`src/rtl/lsu_mem_ctrl_pkg.sv`:
```
// Shared types and constants for the load/store sequencer: access sizes,
// FSM states and fault cause codes.
package lsu_mem_ctrl_pkg;

  localparam int unsigned LSU_ADDR_W = 64;
  localparam int unsigned LSU_DATA_W = 64;

  typedef enum logic [1:0] {
    LSU_SIZE_B = 2'd0,
    LSU_SIZE_H = 2'd1,
    LSU_SIZE_W = 2'd2,
    LSU_SIZE_D = 2'd3
  } lsu_size_e;

  typedef enum logic [1:0] {
    LSU_ST_IDLE = 2'd0,
    LSU_ST_REQ  = 2'd1,
    LSU_ST_WAIT = 2'd2,
    LSU_ST_DONE = 2'd3
  } lsu_state_e;

  localparam logic [3:0] CAUSE_LD_MISALIGN = 4'd4;
  localparam logic [3:0] CAUSE_LD_FAULT    = 4'd5;
  localparam logic [3:0] CAUSE_ST_MISALIGN = 4'd6;
  localparam logic [3:0] CAUSE_ST_FAULT    = 4'd7;

  function automatic logic [3:0] lsu_cause(input logic is_store, input logic misalign);
    if (misalign) return is_store ? CAUSE_ST_MISALIGN : CAUSE_LD_MISALIGN;
    return is_store ? CAUSE_ST_FAULT : CAUSE_LD_FAULT;
  endfunction

endpackage

```
`src/rtl/lsu_mem_ctrl_if.sv`:
```
// Data-memory bus between the load/store sequencer (master) and memory (slave):
// valid/ready request channel plus an always-accepted response channel.
interface lsu_mem_ctrl_if #(
  parameter int unsigned ADDR_W = lsu_mem_ctrl_pkg::LSU_ADDR_W,
  parameter int unsigned DATA_W = lsu_mem_ctrl_pkg::LSU_DATA_W
);

  logic                bus_req_valid;
  logic                bus_req_ready;
  logic [ADDR_W-1:0]   bus_req_addr;
  logic                bus_req_wen;
  logic [DATA_W-1:0]   bus_req_wdata;
  logic [DATA_W/8-1:0] bus_req_wmask;
  logic                bus_resp_valid;
  logic [DATA_W-1:0]   bus_resp_rdata;
  logic                bus_resp_err;

  modport master (
    output bus_req_valid, bus_req_addr, bus_req_wen, bus_req_wdata, bus_req_wmask,
    input  bus_req_ready, bus_resp_valid, bus_resp_rdata, bus_resp_err
  );

  modport slave (
    input  bus_req_valid, bus_req_addr, bus_req_wen, bus_req_wdata, bus_req_wmask,
    output bus_req_ready, bus_resp_valid, bus_resp_rdata, bus_resp_err
  );

endinterface

```
`src/rtl/lsu_mem_ctrl_strb_gen.sv`:
```
// Combinational lane steering: size/offset -> unshifted byte enable, shifted
// write mask and write data, and a natural-alignment check.
module lsu_mem_ctrl_strb_gen
  import lsu_mem_ctrl_pkg::*;
#(
  parameter  int unsigned DATA_W = LSU_DATA_W,
  localparam int unsigned LANES  = DATA_W / 8,
  localparam int unsigned OFF_W  = $clog2(LANES)
) (
  input  lsu_size_e         size,
  input  logic [OFF_W-1:0]  offset,
  input  logic [DATA_W-1:0] wdata,
  output logic [LANES-1:0]  byte_enable,
  output logic [LANES-1:0]  wmask,
  output logic [DATA_W-1:0] wdata_sh,
  output logic              misaligned
);

  int unsigned      n_bytes;
  logic [OFF_W-1:0] low_mask;

  always_comb begin
    n_bytes     = 32'd1 << size;
    byte_enable = '0;
    for (int unsigned i = 0; i < LANES; i++) begin
      byte_enable[i] = (i < n_bytes);
    end
    low_mask   = OFF_W'(n_bytes - 32'd1);
    misaligned = |(offset & low_mask);
    // Lanes shifted past the top of the word are dropped, not wrapped.
    wmask      = byte_enable << offset;
    wdata_sh   = wdata << {offset, 3'b000};
  end

endmodule

```
`src/rtl/lsu_mem_ctrl.sv`:
```
// Load/store sequencer between MEM stage and data-memory bus, one access in flight.
// Optional feature: define LSU_MISALIGN_TRAP_EN to fault misaligned accesses without a bus request.
module lsu_mem_ctrl
  import lsu_mem_ctrl_pkg::*;
#(
  parameter int unsigned ADDR_W = LSU_ADDR_W,
  parameter int unsigned DATA_W = LSU_DATA_W
) (
  input  logic                clk,
  input  logic                rst,
  input  logic                ex_valid,
  input  logic                ex_mem_read,
  input  logic                ex_mem_write,
  input  logic [ADDR_W-1:0]   ex_addr,
  input  logic [DATA_W-1:0]   ex_wdata,
  input  logic [1:0]          ex_size,
  input  logic                flush,
  output logic                mem_stall,
  output logic                lsu_done,
  output logic [DATA_W-1:0]   lsu_rdata,
  output logic [DATA_W/8-1:0] lsu_byte_enable,
  output logic                lsu_fault,
  output logic [3:0]          lsu_fault_cause,
  lsu_mem_ctrl_if.master      bus
);

  localparam int unsigned LANES = DATA_W / 8;
  localparam int unsigned OFF_W = $clog2(LANES);

`ifdef LSU_MISALIGN_TRAP_EN
  localparam bit TRAP_EN = 1'b1;
`else
  localparam bit TRAP_EN = 1'b0;
`endif

  lsu_state_e state_q, state_d;

  logic              op, ex_store, trap;
  logic [LANES-1:0]  ex_be, ex_wmask;
  logic [DATA_W-1:0] ex_wdata_sh;
  logic              ex_misaligned;

  logic [ADDR_W-1:0] addr_q;
  logic [DATA_W-1:0] wdata_q;
  logic [LANES-1:0]  wmask_q, be_q;
  logic              wen_q, killed_q;

  logic [DATA_W-1:0] rdata_q;
  logic [LANES-1:0]  be_out_q;
  logic              fault_q;
  logic [3:0]        cause_q;

  lsu_mem_ctrl_strb_gen #(.DATA_W(DATA_W)) u_strb_gen (
    .size        (lsu_size_e'(ex_size)),
    .offset      (ex_addr[OFF_W-1:0]),
    .wdata       (ex_wdata),
    .byte_enable (ex_be),
    .wmask       (ex_wmask),
    .wdata_sh    (ex_wdata_sh),
    .misaligned  (ex_misaligned)
  );

  // A load+store encoding is resolved as a load.
  assign op       = ex_valid && (ex_mem_read || ex_mem_write) && !flush;
  assign ex_store = ex_mem_write && !ex_mem_read;
  assign trap     = TRAP_EN && ex_misaligned;

  always_ff @(posedge clk) begin
    if (rst) state_q <= LSU_ST_IDLE;
    else     state_q <= state_d;
  end

  always_comb begin
    state_d             = state_q;
    lsu_done            = 1'b0;
    lsu_fault           = 1'b0;
    lsu_fault_cause     = '0;
    bus.bus_req_valid   = 1'b0;
    bus.bus_req_addr    = '0;
    bus.bus_req_wen     = 1'b0;
    bus.bus_req_wdata   = '0;
    bus.bus_req_wmask   = '0;

    unique case (state_q)
      LSU_ST_IDLE: if (op) state_d = trap ? LSU_ST_DONE : LSU_ST_REQ;
      LSU_ST_REQ: begin
        bus.bus_req_valid = 1'b1;
        bus.bus_req_addr  = addr_q;
        bus.bus_req_wen   = wen_q;
        bus.bus_req_wdata = wdata_q;
        bus.bus_req_wmask = wmask_q;
        if (bus.bus_req_ready) state_d = LSU_ST_WAIT;
      end
      LSU_ST_WAIT: if (bus.bus_resp_valid) state_d = LSU_ST_DONE;
      LSU_ST_DONE: begin
        lsu_done        = !killed_q;
        lsu_fault       = !killed_q && fault_q;
        lsu_fault_cause = killed_q ? 4'd0 : cause_q;
        state_d         = LSU_ST_IDLE;
      end
      default: state_d = LSU_ST_IDLE;
    endcase

    // The stalled instruction retires in the cycle lsu_done is seen.
    mem_stall = op && !lsu_done;
  end

  assign lsu_rdata       = rdata_q;
  assign lsu_byte_enable = be_out_q;

  always_ff @(posedge clk) begin
    if (rst) begin
      addr_q   <= '0;
      wdata_q  <= '0;
      wmask_q  <= '0;
      be_q     <= '0;
      wen_q    <= 1'b0;
      killed_q <= 1'b0;
      rdata_q  <= '0;
      be_out_q <= '0;
      fault_q  <= 1'b0;
      cause_q  <= '0;
    end else begin
      unique case (state_q)
        LSU_ST_IDLE: begin
          killed_q <= 1'b0;
          if (op) begin
            addr_q  <= {ex_addr[ADDR_W-1:OFF_W], {OFF_W{1'b0}}};
            wdata_q <= ex_wdata_sh;
            wmask_q <= ex_wmask;
            be_q    <= ex_be;
            wen_q   <= ex_store;
            fault_q <= trap;
            cause_q <= trap ? lsu_cause(ex_store, 1'b1) : 4'd0;
            if (trap) be_out_q <= ex_be;
          end
        end
        LSU_ST_REQ: if (flush) killed_q <= 1'b1;
        LSU_ST_WAIT: begin
          if (flush) killed_q <= 1'b1;
          // A flush arriving with the response already kills that response.
          if (bus.bus_resp_valid && !(killed_q || flush)) begin
            rdata_q  <= bus.bus_resp_err ? '0 : bus.bus_resp_rdata;
            be_out_q <= be_q;
            fault_q  <= bus.bus_resp_err;
            cause_q  <= bus.bus_resp_err ? lsu_cause(wen_q, 1'b0) : 4'd0;
          end
        end
        default: ;
      endcase
    end
  end

endmodule

```
`src/flat_wrapper.sv`:
```
// flat-port wrapper written by rule: the top's interface ports become plain ports
module lsu_mem_ctrl_flat import lsu_mem_ctrl_pkg::*;
#(
  parameter int unsigned ADDR_W = LSU_ADDR_W,
  parameter int unsigned DATA_W = LSU_DATA_W
)
  (clk, rst, ex_valid, ex_mem_read, ex_mem_write, ex_addr, ex_wdata, ex_size, flush, mem_stall, lsu_done, lsu_rdata, lsu_byte_enable, lsu_fault, lsu_fault_cause, bus_bus_req_valid, bus_bus_req_addr, bus_bus_req_wen, bus_bus_req_wdata, bus_bus_req_wmask, bus_bus_req_ready, bus_bus_resp_valid, bus_bus_resp_rdata, bus_bus_resp_err);
  lsu_mem_ctrl_if #(.ADDR_W(ADDR_W), .DATA_W(DATA_W)) bus_i ();
  input  logic clk;
  input  logic rst;
  input  logic ex_valid;
  input  logic ex_mem_read;
  input  logic ex_mem_write;
  input  logic [ADDR_W-1:0] ex_addr;
  input  logic [DATA_W-1:0] ex_wdata;
  input  logic [1:0] ex_size;
  input  logic flush;
  output logic mem_stall;
  output logic lsu_done;
  output logic [DATA_W-1:0] lsu_rdata;
  output logic [DATA_W/8-1:0] lsu_byte_enable;
  output logic lsu_fault;
  output logic [3:0] lsu_fault_cause;
  output wire logic [$bits(bus_i.bus_req_valid)-1:0] bus_bus_req_valid;
  output wire logic [$bits(bus_i.bus_req_addr)-1:0] bus_bus_req_addr;
  output wire logic [$bits(bus_i.bus_req_wen)-1:0] bus_bus_req_wen;
  output wire logic [$bits(bus_i.bus_req_wdata)-1:0] bus_bus_req_wdata;
  output wire logic [$bits(bus_i.bus_req_wmask)-1:0] bus_bus_req_wmask;
  input wire logic [$bits(bus_i.bus_req_ready)-1:0] bus_bus_req_ready;
  input wire logic [$bits(bus_i.bus_resp_valid)-1:0] bus_bus_resp_valid;
  input wire logic [$bits(bus_i.bus_resp_rdata)-1:0] bus_bus_resp_rdata;
  input wire logic [$bits(bus_i.bus_resp_err)-1:0] bus_bus_resp_err;
  assign bus_bus_req_valid = bus_i.bus_req_valid;
  assign bus_bus_req_addr = bus_i.bus_req_addr;
  assign bus_bus_req_wen = bus_i.bus_req_wen;
  assign bus_bus_req_wdata = bus_i.bus_req_wdata;
  assign bus_bus_req_wmask = bus_i.bus_req_wmask;
  assign bus_i.bus_req_ready = bus_bus_req_ready;
  assign bus_i.bus_resp_valid = bus_bus_resp_valid;
  assign bus_i.bus_resp_rdata = bus_bus_resp_rdata;
  assign bus_i.bus_resp_err = bus_bus_resp_err;
  lsu_mem_ctrl #(.ADDR_W(ADDR_W), .DATA_W(DATA_W)) u_core (.clk(clk), .rst(rst), .ex_valid(ex_valid), .ex_mem_read(ex_mem_read), .ex_mem_write(ex_mem_write), .ex_addr(ex_addr), .ex_wdata(ex_wdata), .ex_size(ex_size), .flush(flush), .mem_stall(mem_stall), .lsu_done(lsu_done), .lsu_rdata(lsu_rdata), .lsu_byte_enable(lsu_byte_enable), .lsu_fault(lsu_fault), .lsu_fault_cause(lsu_fault_cause), .bus(bus_i));
endmodule
```
`config.mk`:
```
export PLATFORM = sky130hd
export DESIGN_NAME = lsu_mem_ctrl_flat
export DESIGN_NICKNAME = d
export VERILOG_FILES = /design/src/rtl/lsu_mem_ctrl_pkg.sv /design/src/rtl/lsu_mem_ctrl_if.sv /design/src/rtl/lsu_mem_ctrl_strb_gen.sv /design/src/rtl/lsu_mem_ctrl.sv /design/src/flat_wrapper.sv
export SDC_FILE = /design/constraint.sdc
export NUM_CORES = 1
export LEC_CHECK = 0
export BUFFER_PORTS_ARGS = -buffer_cell sky130_fd_sc_hd__buf_2
export CELL_PAD_IN_SITES_DETAIL_PLACEMENT = 0
export CELL_PAD_IN_SITES_GLOBAL_PLACEMENT = 1
export CORE_MARGIN = 5
export CORE_UTILIZATION = 30
export CTS_CLUSTER_DIAMETER = 150
export DETAILED_ROUTE_END_ITERATION = 16
export HOLD_SLACK_MARGIN = 0.15
export PLACE_DENSITY_LB_ADDON = 0.1
export RECOVER_POWER = 25
export SLEW_MARGIN = 40
export SYNTH_ARGS = -nofsm -noshare
export SYNTH_HDL_FRONTEND = slang
export SYNTH_SLANG_ARGS = --single-unit
```
`constraint.sdc`:
```
create_clock -name clk -period 2.2 [get_ports clk]
set_clock_uncertainty 0.05 [all_clocks]
set_input_delay 0.33 -clock clk [delete_from_list [all_inputs] [get_ports clk]]
set_output_delay 0.33 -clock clk [all_outputs]
set_load 0.02 [all_outputs]
```
==> results list, run 1 <==
- Outcome: finished, violations left
* Violations in the final reports: setup timing
- Sorting the synthesized cells by area gives the leading types as sky130_fd_sc_hd__dfxtp_1, sky130_fd_sc_hd__mux2i_1, sky130_fd_sc_hd__nand2_1.
- The worst hold path terminates at u_core.state_q[0].
- Wire per inst: 18.5 um
- Clock tree synthesis found a total of 213 sinks.
- For this run, the register share of the synthesized area comes to 41.9%.
- Die outline area: 37700 sq um
* Die outline width: 194 um
- H-tree Lvls: 1
* Share of total power in the clock network: 37.1%
- Initial cell density of the core: 30.4%
* Detailed Place HPWL: 28400 um
* Clk Latency, worst-skew pair: 0.55 ns
- Synthesis produced a netlist whose cell count is 1262.
- The share of total power dissipated in sequential elements is 36.3%.
- First-pass iteration count of the detailed router: 5
- Syn_area_per_cell: 8.07 sq um
- After synthesis the cells add up to 10200 sq um.
* Remaining routing DRC violations: 0
- Worst hold slack: 0.201 ns
* Startpoint of the worst-slack reg-to-reg timing path: u_core.state_q[1]
- Register-to-register path setup slack: 0.14 ns
- Once routing completed, OpenROAD measured the worst setup slack at -0.00277 ns.
* Switching power total: 3.57 mW
- Clock root cell: sky130_fd_sc_hd__clkbuf_16
- Classification of the worst-slack hold path: input port to flop
- Power per cell area: 753 nW/um^2
* Final Hold Viols: 0
- In this run the critical register-to-register path is captured at u_core.wen_q.
* Maximum ir drop on the vdd rail: 0.657 mV
* Unrepaired setup endpoints after global routing: true
- Buffers inserted during clock tree synthesis total 27.
- The synthesized design contains 213 register bits.
- Relative to the synthesized area, the layout overhead comes to 53.8%.
- Critical Path AT: 1.82 ns
- Detailed routing inserted a total of 10654 vias.
- Die extent in y: 194 um
- MaxCap Viol Count: 0
- Counting along the longest clock path gives a buffer depth of 3.
- Of all nets on the critical path, the largest fanout is 6.
- Buffers placed on the I/O ports in this run total 415.
- Setup slack at placement: 0.215 ns
- Total routed wirelength: 41800 um
- Antenna violations before repair: 4
- Hold path startpoint: bus_bus_req_ready
- Max-slew headroom: 50.8%
- TritonCTS clock tree: yes
- Netlist cell types: 39
* CORE AREA: 33500 sq um
* Overall global routing resource usage: 20.9%
- Of the cells placed in the final design, the portion with a size suffix greater than 1 is 27.3%.
* Part of the cycle the worst path needs: 100%
- The completed layout was analyzed and its total power is 11.8 mW.
* Final worst path period need: 2.20 ns
* Avg Vias per Cell: 4.72
- For the pin with the worst max-slew slack, the measured transition is 0.738 ns.
* Total gr overflow: 0
* Total internal power: 8.22 mW
* Setup_tns: -0.00277 ns
* Endpoint type of the worst setup path: output pin
- In this run the core area contains 67 standard-cell rows.
- The count of nets left with antenna violations once routing finished came out at 0.
* Cell taking the most area after synthesis: sky130_fd_sc_hd__dfxtp_1
- Crit path launch type: flop
* Number of cells on the worst reg-to-reg path: 8
- For this design the static power due to leakage is 6.62 nW.
- Clock transition time at the flip-flop clock pins of the worst setup and hold paths: 0.06 ns
- By startpoint and endpoint, the worst setup path is classified as flop to output pin.
- Combinational cell fraction of total power: 26.6%
- Yosys warnings: 0
- The first global-routing pass estimated 64100 um of wire.
* Pins over their slew limit: 0
- 420 I/O pins were placed.
* Total of fill cells in the finished design: 3464
- Routability cong.: 0.838
- Number of violations reported at the end of detailed-routing iteration 0: 552
* Synth top area share: 41.9%
* Highest achievable clock rate: 454 MHz
* Number of global-route vias before repair: 11020
- Depth of the worst hold-timing path: 4
- Post-layout net count: 1997
* Final-report setup violation count: 1
- Entering global routing, the biggest net connects 70 pins.
* Proportion of total power due to net switching: 30.3%
- Worst endpoint required time: 1.82 ns
==> cells by family (layout without fill, tap and decap cells) <==
| family | after synthesis | in the layout | share of synthesized area (%) |
|---|---|---|---|
| AO/OA/AOI/OAI | 255 | 255 | 14.1 |
| other | 1 | 7 | 0.0368 |
| buffers and inverters | 128 | 668 | 6.02 |
| multiplexers | 89 | 89 | 8.75 |
| adder cells (fa/ha/maj) | 4 | 4 | 0.492 |
| AND/OR/NAND/NOR | 572 | 572 | 28.7 |
| flip-flops | 213 | 213 | 41.9 |
==> cell type report <==
class                      instances  area, sq um  share of cell area, %
sequential                       213         4270                   27.2
antenna                            3         7.51                 0.0479
tap                              448          561                   3.58
clock inverter                     3         80.1                  0.511
timing repair buffer             617         4480                   28.6
multi-input combinational        924         5460                   34.8
clock buffer                      41          778                   4.97
inverter                           7         26.3                  0.168
==> through the flow <==
step                      instances  area [sq um]  util [%]
after floorplan                1265         10200         -
after global placement         2052         12800      38.1
after detailed placement       2052         12800      38.1
after CTS                      2253         15700      46.8
after global routing           2256         15700      46.7
final                          2256         15700      46.7
==> power by group through the flow <==
| stage | combinational [mW] | sequential, mW | clock (mW) |
|---|---|---|---|
| after global routing | 3.40 | 4.32 | 4.69 |
| after floorplan | 1.37 | 4.33 | 0 |
| final | 3.13 | 4.29 | 4.37 |
| after global placement | 2.27 | 4.35 | 0 |
| after CTS | 3.16 | 4.28 | 4.52 |
| after detailed placement | 2.28 | 4.35 | 0 |
==> critical path: stages (launching register included) <==
cell                      delay (ns)
sky130_fd_sc_hd__dfxtp_2        0.34
sky130_fd_sc_hd__inv_2          0.05
sky130_fd_sc_hd__ha_4           0.19
sky130_fd_sc_hd__buf_12         0.15
sky130_fd_sc_hd__buf_12         0.13
sky130_fd_sc_hd__buf_16         0.13
sky130_fd_sc_hd__and2_4         0.15
sky130_fd_sc_hd__buf_6          0.13
==> cells in the final DEF (no fill, tap or decap), types with 3 or more instances in the layout <==
cell	instances
sky130_fd_sc_hd__nand3_1	13
sky130_fd_sc_hd__diode_2	3
sky130_fd_sc_hd__a22oi_1	24
sky130_fd_sc_hd__a221oi_1	8
sky130_fd_sc_hd__nand2_1	233
sky130_fd_sc_hd__conb_1	4
sky130_fd_sc_hd__dfxtp_1	211
sky130_fd_sc_hd__mux2i_1	89
sky130_fd_sc_hd__nand3b_1	73
sky130_fd_sc_hd__nor2_1	58
sky130_fd_sc_hd__buf_16	9
sky130_fd_sc_hd__inv_1	5
sky130_fd_sc_hd__o22ai_1	8
sky130_fd_sc_hd__clkbuf_4	3
sky130_fd_sc_hd__and2_4	39
sky130_fd_sc_hd__a211oi_1	13
sky130_fd_sc_hd__dlygate4sd3_1	141
sky130_fd_sc_hd__o21ai_0	17
sky130_fd_sc_hd__or2_2	3
sky130_fd_sc_hd__clkbuf_16	27
sky130_fd_sc_hd__and2_1	99
sky130_fd_sc_hd__a21oi_1	173
sky130_fd_sc_hd__nor3_1	26
sky130_fd_sc_hd__clkbuf_8	5
sky130_fd_sc_hd__o211ai_1	8
sky130_fd_sc_hd__buf_4	60
sky130_fd_sc_hd__buf_6	29
sky130_fd_sc_hd__clkbuf_1	82
sky130_fd_sc_hd__or3_1	10
sky130_fd_sc_hd__buf_2	285
sky130_fd_sc_hd__buf_12	16
==> cells in the mapped netlist <==
| cell | n |
|---|---|
| sky130_fd_sc_hd__nor3_2 | 2 |
| sky130_fd_sc_hd__clkinv_1 | 1 |
| sky130_fd_sc_hd__conb_1 | 1 |
| sky130_fd_sc_hd__buf_6 | 1 |
| sky130_fd_sc_hd__buf_4 | 22 |
| sky130_fd_sc_hd__and4bb_2 | 1 |
| sky130_fd_sc_hd__or4_1 | 1 |
| sky130_fd_sc_hd__or2_2 | 3 |
| sky130_fd_sc_hd__clkbuf_1 | 64 |
| sky130_fd_sc_hd__a211oi_1 | 13 |
| sky130_fd_sc_hd__nand2_1 | 233 |
| sky130_fd_sc_hd__or3_1 | 10 |
| sky130_fd_sc_hd__nand2_4 | 1 |
| sky130_fd_sc_hd__dfxtp_1 | 213 |
| sky130_fd_sc_hd__a22o_1 | 1 |
| sky130_fd_sc_hd__and2_1 | 139 |
| sky130_fd_sc_hd__nor2b_1 | 2 |
| sky130_fd_sc_hd__o211ai_1 | 8 |
| sky130_fd_sc_hd__nand3b_1 | 73 |
| sky130_fd_sc_hd__nand4_1 | 1 |
| sky130_fd_sc_hd__a221oi_1 | 8 |
| sky130_fd_sc_hd__ha_1 | 4 |
| sky130_fd_sc_hd__nand3_1 | 13 |
| sky130_fd_sc_hd__nor2_1 | 60 |
| sky130_fd_sc_hd__nor4b_1 | 1 |
| sky130_fd_sc_hd__inv_1 | 6 |
| sky130_fd_sc_hd__nand2b_1 | 2 |
| sky130_fd_sc_hd__and3b_1 | 1 |
| sky130_fd_sc_hd__buf_2 | 34 |
| sky130_fd_sc_hd__or3b_2 | 1 |
| sky130_fd_sc_hd__nand4b_1 | 2 |
| sky130_fd_sc_hd__mux2i_1 | 89 |
| sky130_fd_sc_hd__a21oi_1 | 173 |
| sky130_fd_sc_hd__nor3_1 | 26 |
| sky130_fd_sc_hd__a22oi_1 | 24 |
| sky130_fd_sc_hd__o21ai_0 | 17 |
| sky130_fd_sc_hd__a31oi_1 | 2 |
| sky130_fd_sc_hd__o22ai_1 | 8 |
| sky130_fd_sc_hd__o221ai_1 | 1 |
==> per-layer routing <==
layer	routed length [um]	share of wire [%]	track usage (%)
met1	18600	45	27.2
met2	19900	48	35.2
met3	2450	5.9	4.67
met4	846	2.0	5.23
met5	13	0.031	0
==> worst max path at each step <==
stage / start / endpoint / slack, ns / cells after the start
after global placement: u_core.state_q[1] / u_core.wdata_q[29] / 0.21 / 6
after detailed placement: u_core.state_q[1] / u_core.wdata_q[55] / 0.21 / 7
after floorplan: u_core.state_q[1] / bus_bus_req_addr[53] / 0.19 / 6
after global routing: u_core.state_q[1] / bus_bus_req_addr[24] / -0.06 / 7
final: u_core.state_q[1] / bus_bus_req_addr[24] / -0.003 / 7
after CTS: u_core.state_q[1] / bus_bus_req_addr[24] / -0.06 / 7
==> state kept, by name (all words and copies together) (netlist names), 2 cells and up <==
name                    count
u_core.cause_q              2
u_core.lsu_byte_enable      5
u_core.wmask_q              8
u_core.be_q                 5
u_core.state_q              2
u_core.lsu_rdata           64
u_core.wdata_q             64
u_core.addr_q              61
==> repair_timing <==
action,4_1_cts,5_1_grt
hold endpoints to repair,156,0
endpoints found under the setup margin,96,62
pin swaps,6,2
hold buffers,141,0
setup buffers,10,0
gates cloned,8,0
resized for setup,115,27
No activity file was read; power rests on OpenSTA's default activity.
==> run 2, diff against run 1 <==
- CTS_BUF_LIST: not set -> sky130_fd_sc_hd__clkbuf_4
==> run 2 against run 1 <==
  * The run still ends with setup timing left
  * Worst setup slack worse by 0.12 ns
  * Design area is 6.2% higher
  * Sequential power hardly changed
  * Non-clock buffer count is 23 higher
  * Power is 0.26% lower
  * Critical path depth stayed put
  * First-iteration DRC count is 5.4% lower
  * Critical path type unchanged
  * Critical endpoint unchanged
  * Largest cell class unchanged
==> results list, run 2 (same netlist as run 1, synthesis figures left out) <==
- The number of sinks handled by clock tree synthesis came to 213 (unchanged).
- The count of port buffers added during placement was 415 (unchanged).
* Worst-path cell with the longest stage delay: sky130_fd_sc_hd__dfxtp_2
- The DRC marker count from the first detailed-route iteration was 522 (-5.4%).
* M1 WL: 18600 um (+0.19%)
- Classification of the worst-slack hold path: input port to flop
- Capture endpoint of the worst hold path: u_core.wdata_q[35]
* Global-route wire length before repair: 67300 um (+4.9%)
- The biggest fanout along the worst timing path came to 6 (unchanged).
- The area of the core region came to 33500 sq um (unchanged).
- CTS placed an instance of sky130_fd_sc_hd__clkbuf_4 at the clock tree root.
* Setup slack of the critical path after layout: -0.120 ns (-0.117 ns)
* Cell-by-cell listing of the critical path: inv_2 > ha_4 > buf_12 > buf_12 > buf_16 > and2_4 > buf_6
- Number of top-level pins: 420 (unchanged)
- Depth of the worst hold-timing path: 5 (+1)
- Pins over their slew limit: 0 (unchanged)
* Critical path's most frequent cell: sky130_fd_sc_hd__buf_12
- The post-layout total power was 11.8 mW (-0.26%).
- The highest achievable clock rate came to 431 MHz (-5.0%).
- Largest net degree at the start of global routing: 70 (unchanged)
* Total CTS buffers: 68 (+150%)
* Routability cong.: 0.838 (unchanged)
- Broken down by cell family, the worst path's largest delay share belongs to buffers and inverters.
* Power per cell area: 707 nW/um^2 (-6.1%)
* Peak per-stage delay on the critical path: 0.34 ns (about the same)
* Wire per inst: 18.9 um (+2.0%)
- TritonCTS built the clock tree.
- The worst path required time came to 1.82 ns (about the same).
- The final cell count without fillers came to 2335 (+3.5%).
- Maximum ir drop on the vdd rail: 0.314 mV (-52%)
- The initial antenna violation count is 3 (-1).
- Max layer used: met4
- Register-to-register path setup slack: 0.13 ns (about the same)
- Critical Path AT: 1.94 ns (+0.12 ns)
- Register cell area after layout: 4270 sq um (about the same)
- The detail-routed via count per cell was 4.77 (+1.1%).
- Final Core Density: 49.6% (+2.9 points)
- Number of buffers on the longest clock path: 3 (unchanged)
* Max-slew headroom: 56.4% (+5.6 points)
- The deepest level of the CTS H-tree came to 3 (+2).
- The routed wire length was 44100 um (+5.6%).
- Share of final-layout standard cells stronger than drive strength 1: 34.0% (+6.7 points)
* Startpoint of the worst-slack reg-to-reg timing path: u_core.state_q[1]
* Most used cells in the layout excluding fill and tap cells: sky130_fd_sc_hd__nand2_1, sky130_fd_sc_hd__dfxtp_1, sky130_fd_sc_hd__buf_2
- The actual transition at the worst max-transition pin was 0.652 ns (-0.0859 ns).
- The clock period minus worst slack is 2.32 ns (+0.117 ns).
* Die extent in y: 194 um (unchanged)
- Clock transition time at the flip-flop clock pins of the worst setup and hold paths: 0.06 ns (about the same)
- Final Hold Viols: 0 (unchanged)
* Die outline area: 37700 sq um (unchanged)
- Hold path startpoint: ex_wdata[19]
- Leading cell type in the layout, fill and taps excluded: sky130_fd_sc_hd__nand2_1
- Initial cell density of the core: 30.4% (unchanged)
* Detailed route wirelength on metal2: 21500 um (+8.3%)
- Final-report setup violation count: 109 (+108)
- Setup_tns: -5.36 ns (-5.36 ns)
- The via count of the first global-routing pass came to 11613 (+5.4%).
* Detailed Place HPWL: 28400 um (unchanged)
- The number of placed cells counting well taps was 2052 (unchanged).
* Part of the cycle the worst path needs: 105% (+5.3 points)
* Outcome: finished, violations left
- The overall fraction of global-route tracks in use came to 22.2% (+1.3 points).
* Setup Crit Path Kind: flop to output pin
* Endpoint of the lowest-slack register-to-register path: u_core.wen_q
- Count of buffer and inverter cells on the critical path: 5 (unchanged)
* Number of cells on the worst reg-to-reg path: 8 (unchanged)
- STA classifies the critical path startpoint as a flop.
* Leak Pwr: 6.97 nW (+5.2%)
* Total of fill cells in the finished design: 3362 (-2.9%)
- Die outline width: 194 um (unchanged)
* MaxCap Viol Count: 0 (unchanged)
* Clk Latency, worst-skew pair: 0.67 ns (+0.12 ns)
- The met3 wire length is 2800 um (+14%).
- The DRC violation count after routing was 0 (unchanged).
- Area occupied by multi-input gates: 5650 sq um (+3.5%)
- The checks that failed: setup timing.
- Setup repair after global routing could not meet its margin everywhere.
- First-pass iteration count of the detailed router: 5 (unchanged)
- The worst hold slack came to 0.201 ns (-0.000517 ns).
- The total number of placement rows is 67 (unchanged).
- Signed area change from the synthesized netlist to the final layout: 63.4%
- STA classifies the critical path endpoint as an output pin.
- The count of nets left with antenna violations after detail routing is 0 (unchanged).
- The number of nets in the layout was 2061 (+3.2%).
- The remaining global-route overflow came to 0 (unchanged).
- Overall via count from detail_route: 11147 (+4.6%)
[run 2: cell types whose count changed in the layout (fill, tap and decap cells not counted), sizes merged]
cell         before  now
buf             399  415
clkinvlp          0    1
bufinv            2    1
dlygate4sd3     141  151
clkbuf          118  165
clkinv            1    7
[run 2: where the power goes]
group	leakage, nW	switching [mW]	internal [mW]
Sequential	1.73	0.161	4.14
Clock	0.447	1.74	1.99
Combinational	4.79	1.92	1.81
Total	6.97	3.82	7.94
[run 2: repair_timing]
item                                    CTS  global route
setup buffers                            20             3
endpoints found under the hold margin   188             0
hold buffers                            152             0
gates resized for setup                 323            81
endpoints found under the setup margin  138           142
pin swaps                                43            36
cloned                                   16             2
[run 2: metrics by stage]
| stage | cell area (sq um) | setup slack, ns |
|---|---|---|
| after floorplan | 10200 | 0.188 |
| after global placement | 12800 | 0.208 |
| after detailed placement | 12800 | 0.215 |
| after CTS | 16700 | -0.225 |
| after global routing | 16600 | -0.200 |
| final | 16600 | -0.120 |
[run 2: worst max path at each step]
stage / from / endpoint / slack [ns] / cells after the start
after floorplan: u_core.state_q[1] / bus_bus_req_addr[53] / 0.19 / 6
after global placement: u_core.state_q[1] / u_core.wdata_q[29] / 0.21 / 6
after detailed placement: u_core.state_q[1] / u_core.wdata_q[55] / 0.21 / 7
after CTS: u_core.state_q[1] / bus_bus_req_addr[10] / -0.23 / 7
after global routing: u_core.state_q[1] / bus_bus_req_addr[24] / -0.20 / 7
final: u_core.state_q[1] / bus_bus_req_addr[24] / -0.12 / 7
[run 2: cell type report]
class	instances	share of cell area [%]
repair buffers	640	32.3
clock inverters	9	0.384
inverters	7	0.158
clock buffers	91	4.11
well taps	448	3.37
multi-input cells	924	34.0
diodes	3	0.0451
flip-flops and latches	213	25.7
[run 2: metal layers]
layer	GRT usage [%]	vias up
li1	-	5494
met5	0	-
met1	27.5	5209
met2	38.0	373
met4	7.08	0
met3	5.56	71
[run 2: worst min-delay path: cells and delay by family]
kind                   cells  cell delay [ns]
muxes                      2             0.22
and+or+nand+nor            1             0.15
buffers and inverters      1             0.09
AOI/OAI and AO/OA          1             0.09
